`src/rtl/dcache_mem_ctrl.sv`:
```
// Byte-serialising responder between the data/instruction caches and the byte-wide RAM/IO port.
// Data requests win arbitration; a started transaction always runs to its response pulse.
module dcache_mem_ctrl #(
   parameter int                ADDR_W  = 32,
   parameter logic [ADDR_W-1:0] IO_ADDR = 'h30000
) (
   input  logic              clk,
   input  logic              rst,
   input  logic              data_needed_i,
   input  logic [ADDR_W-1:0] addr_i,
   input  logic              wr_i,
   input  logic [1:0]        memcnf_i,
   input  logic [31:0]       data_write_i,
   output logic              addr_needed_o,
   output logic              data_available_o,
   output logic [31:0]       data_o,
   input  logic              inst_needed_i,
   input  logic [ADDR_W-1:0] inst_addr_i,
   output logic              inst_available_o,
   output logic [31:0]       inst_o,
   input  logic [7:0]        mem_din,
   input  logic              io_buffer_full,
   output logic [ADDR_W-1:0] mem_a,
   output logic [7:0]        mem_dout,
   output logic              mem_wr,
   output logic [1:0]        dbg_state
);

   // Request/response protocol: a request is a level held until served and is taken only in
   // IDLE; completion is a single-cycle pulse (addr_needed_o, data_available_o or
   // inst_available_o), after which DONE ignores the still-held request for one cycle.
   typedef enum logic [1:0] {IDLE = 2'd0, RD = 2'd1, WR = 2'd2, DONE = 2'd3} state_t;

   state_t            state;
   logic [ADDR_W-1:0] base;
   logic [31:0]       wdata;
   logic [31:0]       asm_q;
   logic [2:0]        cnt;
   logic [2:0]        len;
   logic              owner_inst;
   logic              io_stall;
   logic [31:0]       rd_word;
   logic [ADDR_W-1:0] cur_addr;

   function automatic logic [2:0] size_len(input logic [1:0] cnf);
      case (cnf)
         2'b01:   return 3'd1;
         2'b10:   return 3'd2;
         2'b11:   return 3'd4;
         default: return 3'd0;
      endcase
   endfunction

   assign cur_addr  = base + {{(ADDR_W-3){1'b0}}, cnt};
   assign io_stall  = (base == IO_ADDR) && io_buffer_full;
   assign dbg_state = state;

   // Byte k of a read arrives one cycle after its address, i.e. while cnt == k+1.
   always_comb begin
      mem_wr   = 1'b0;
      mem_a    = '0;
      mem_dout = '0;
      rd_word  = asm_q;
      case (state)
         RD: begin
            if (cnt < len) mem_a = cur_addr;
            for (int k = 0; k < 4; k++) begin
               if (cnt == 3'(k + 1)) rd_word[8*k +: 8] = mem_din;
            end
         end
         WR: begin
            mem_a  = cur_addr;
            mem_wr = !io_stall;
            for (int k = 0; k < 4; k++) begin
               if (cnt == 3'(k)) mem_dout = wdata[8*k +: 8];
            end
         end
         default: ;
      endcase
   end

   always_ff @(posedge clk or negedge rst) begin
      if (!rst) begin
         state            <= IDLE;
         base             <= '0;
         wdata            <= '0;
         asm_q            <= '0;
         cnt              <= '0;
         len              <= '0;
         owner_inst       <= 1'b0;
         data_o           <= '0;
         inst_o           <= '0;
         addr_needed_o    <= 1'b0;
         data_available_o <= 1'b0;
         inst_available_o <= 1'b0;
      end else begin
         addr_needed_o    <= 1'b0;
         data_available_o <= 1'b0;
         inst_available_o <= 1'b0;
         case (state)
            IDLE: begin
               if (data_needed_i && memcnf_i != 2'b00) begin
                  base       <= addr_i;
                  len        <= size_len(memcnf_i);
                  wdata      <= data_write_i;
                  owner_inst <= 1'b0;
                  cnt        <= '0;
                  asm_q      <= '0;
                  state      <= wr_i ? WR : RD;
               end else if (inst_needed_i) begin
                  base       <= inst_addr_i;
                  len        <= 3'd4;
                  owner_inst <= 1'b1;
                  cnt        <= '0;
                  asm_q      <= '0;
                  state      <= RD;
               end
            end
            RD: begin
               asm_q <= rd_word;
               if (cnt == len) begin
                  if (owner_inst) begin
                     inst_o           <= rd_word;
                     inst_available_o <= 1'b1;
                  end else begin
                     data_o           <= rd_word;
                     data_available_o <= 1'b1;
                  end
                  state <= DONE;
               end else begin
                  cnt <= cnt + 3'd1;
               end
            end
            WR: begin
               if (!io_stall) begin
                  if (cnt == len - 3'd1) begin
                     addr_needed_o <= 1'b1;
                     state         <= DONE;
                  end else begin
                     cnt <= cnt + 3'd1;
                  end
               end
            end
            DONE: state <= IDLE;
            default: state <= IDLE;
         endcase
      end
   end

endmodule

```
`config.mk`:
```
export PLATFORM = sky130hd
export DESIGN_NAME = dcache_mem_ctrl
export DESIGN_NICKNAME = d
export VERILOG_FILES = /design/src/rtl/dcache_mem_ctrl.sv
export SDC_FILE = /design/constraint.sdc
export NUM_CORES = 1
export LEC_CHECK = 0
export ABC_AREA = 1
export CAP_MARGIN = 0
export CORE_UTILIZATION = 50
export DETAILED_ROUTE_END_ITERATION = 7
export PLACE_DENSITY = 0.81
export SYNTH_ARGS = -nofsm -noshare
export SYNTH_HDL_FRONTEND = slang
export SYNTH_SLANG_ARGS = --single-unit
```
`constraint.sdc`:
```
create_clock -name clk -period 2.4 [get_ports clk]
set_input_delay 0.36 -clock clk [delete_from_list [all_inputs] [get_ports clk]]
set_output_delay 0.36 -clock clk [all_outputs]
set_load 0.01 [all_outputs]
```
==> metrics <==
outcome=finished, violations left; failing checks=negative setup slack; cell family with most CP delay=simple AND/OR/NAND/NOR gates; ANT nets after route=0; skew final=0.00987 ns; clk buf depth=2; Final Cycle Share=1.14; Post-Syn Nets=1223; core area=about 17000 um^2; CP Class=flip-flop to primary output; first-pass GRT wire length=42800 um; cell area after synthesis=approximately 8700 um^2; max_slew headroom=0.535; cells along the critical path=ha_2 -> fa_2 -> nand2_2 -> nand2_4 -> nand4_1 -> buf_4 -> nor2_4 -> a21oi_2 -> nor3_2 -> buf_2; GRT Util Overall=0.305; Initial Util=0.519; ranking of synthesized cells by area=dfrtp_1 (49%), nand2_1 (13%), nor2_1 (5.3%); Die Wd=134 um; Root Buffer=clkbuf_16; Total Wirelength=27200 um; beginning of the worst register-to-register path=cnt[0]; via count=8923; worst reg-to-reg setup slack=0.27 ns; Final Hold Viols=0; # H-tree levels=4; Placer Congestion=0.918; max-slew violation count=0; total of max-cap violations=0; leading area contributor after synthesis=dfrtp_1; DIE HEIGHT=134 um; Slew @ Worst Pin=0.698 ns; top cell type's share of synthesized area=0.495; # clock sinks=172; worst slack at placement=-0.205 ns; post-synthesis cell type count=32; commonest cells after routing, fill and taps aside=nand2_1 (297), clkdlybuf4s50_1 (179), dfrtp_1 (169), nor2_1 (107), inv_1 (79); Util after Layout=0.766; Final #Nets=1511; Hold Crit Class=input pin to async pin; CTS tree=done; most common cell after layout, fill and taps aside=nand2_1; VDD IR max=~0.84 mV; final setup vio count=40; Worst-path clk slew=~0.07 ns; I/O pin cnt=222; final setup margin=-0.325 ns; Pre-antenna DRT Iters=5; CP Data Required Time=between 2 and 2.5 ns; Residual DRC=0; Critical-path top delay cell=dfrtp_1; Crit path largest cell delay=0.36 ns; Synth async-reset ratio=1.00; port bufs=221; vias per cell=5.52; HPWL Detailed=19000 um; Area growth syn-to-layout=47.6%; CTS buffer count=17; Iter 0 DRT Violations=806; CP arrival=2.36 ns; Std-Cell Rows=47; Avg Cell Area, Syn=7.95 um^2; fmax=367 MHz; r2r worst-path depth=8; pin count of the biggest net entering global routing=67; worst path bufs/invs=2; main flop type after synthesis=dfrtp_1; post-layout min period=2.72 ns; area of the die=17900 um^2; EDFF count, synth=0; leakage=5.97 nW; RSZ-0062 raised after global routing=yes; Worst R2R End=inst_o[24]; Power Density=around 1400 nW/um^2; layout cells sized above 1=0.215; initial antenna violation count=1; Critical Path Start Type=flip-flop; clk_lat worst skew=0.44 ns; sequential area share after synthesis=0.495; synth warn=0; worst-path maximum fanout=3; grt ovf=0; FF+latch count, synth=roughly 170; vias in the first global route=8560; Mapped Cells=1094; crit path capture type=primary output; WL per Instance=about 17 um
==> cell families (layout without fill, tap and decap cells) <==
logic type,count (synthesis),after routing,synth area share
xor gates and xnor gates,1,1,0.00101
other,0,1,0
AOI/OAI and AO/OA,210,210,0.141
muxes,16,16,0.0207
DFF,172,172,0.495
and+or+nand+nor,532,532,0.250
buffers and inverters,146,447,0.0670
adders and majority gates,17,17,0.0253
==> how the worst max path moves through the flow <==
stage / start / to / cells after the start
6_report: base[0] / mem_a[10] / 10
5_1_grt: base[0] / mem_a[18] / 11
4_1_cts: cnt[0] / mem_a[26] / 10
3_5_place_dp: base[0] / mem_a[26] / 10
3_3_place_gp: cnt[1] / mem_a[4] / 9
2_1_floorplan: cnt[0] / mem_a[12] / 9
==> power breakdown <==
group	leakage [nW]	internal (mW)	total [mW]	switching [mW]
clock network	0.284	1.49	2.80	1.32
logic	3.57	4.48	9.98	5.50
registers	2.11	4.21	5.07	0.865
total	5.97	10.2	17.9	7.68
==> what timing repair did <==
action | 4_1_cts | 5_1_grt
resized for setup | 234 | 93
hold endpoints to repair | 58 | 0
gates cloned | 0 | 2
setup buffers | 10 | 10
hold buffers | 1 | 0
endpoints found under the setup margin | 41 | 41
pin swaps | 27 | 36
==> per-layer routing <==
layer | wire length, um | track usage | up-vias
met2 | 13100 | 0.498 | 378
met1 | 11600 | 0.408 | 4290
met5 | 0 | 0 | -
met3 | 1650 | 0.0454 | 65
li1 | - | - | 4190
met4 | 875 | 0.128 | 0
==> cell usage after synthesis (2+ instances only) <==
cell      count
clkbuf_1     25
a211oi_1      3
o21a_1       25
nand3_1      57
a21oi_1      51
nor2_1      124
nor3b_1       2
o21ai_1      10
nand2_1     311
buf_2        25
nand4_1      15
a31oi_1      33
o21ai_0      51
nor3_1       15
nor2_2        2
mux2_2       16
dfrtp_1     172
inv_1        89
clkinv_1      2
nor2_4        3
ha_1         16
o22ai_1      26
inv_2         4
o211ai_1      9
==> worst reg2reg max path, cell delays in order, from the launching register on <==
cell and delay (ns):
dfrtp_1 0.36, buf_4 0.19, inv_8 0.05, ha_4 0.25
nand4_1 0.25, nor2_4 0.36, buf_4 0.37, nor2_1 0.11
a21oi_1 0.12
==> registers in the layout (all words and copies together) (netlist names), 2 cells and up <==
signal     flops
inst_o        32
dbg_state      2
wdata         32
base          32
len            3
data_o        32
asm_q         32
cnt            3
==> stage by stage <==
step	hold slack [ns]	std cells	power (mW)	setup TNS, ns	instance area, um^2
6_report	0.450	1616	17.9	-6.44	12800
5_1_grt	0.471	1616	19.0	-10.27	12800
4_1_cts	0.448	1605	16.9	-5.09	12400
3_5_place_dp	0.368	1562	13.9	-5.24	11700
3_3_place_gp	0.362	1562	13.6	-3.95	11700
2_1_floorplan	0.0644	1094	9.63	0	8700
==> final cells by class <==
type | instances | area (um^2)
repair buffers | 319 | 2930
diodes | 1 | 2.50
multi-input cells | 776 | 4340
inverters | 95 | 380
flip-flops and latches | 172 | 4310
fillers | 1227 | 3920
well taps | 220 | 275
clock inverters | 15 | 174
repair inverters | 1 | 7.51
clock buffers | 17 | 425
Power figures use the tool's default switching activity.
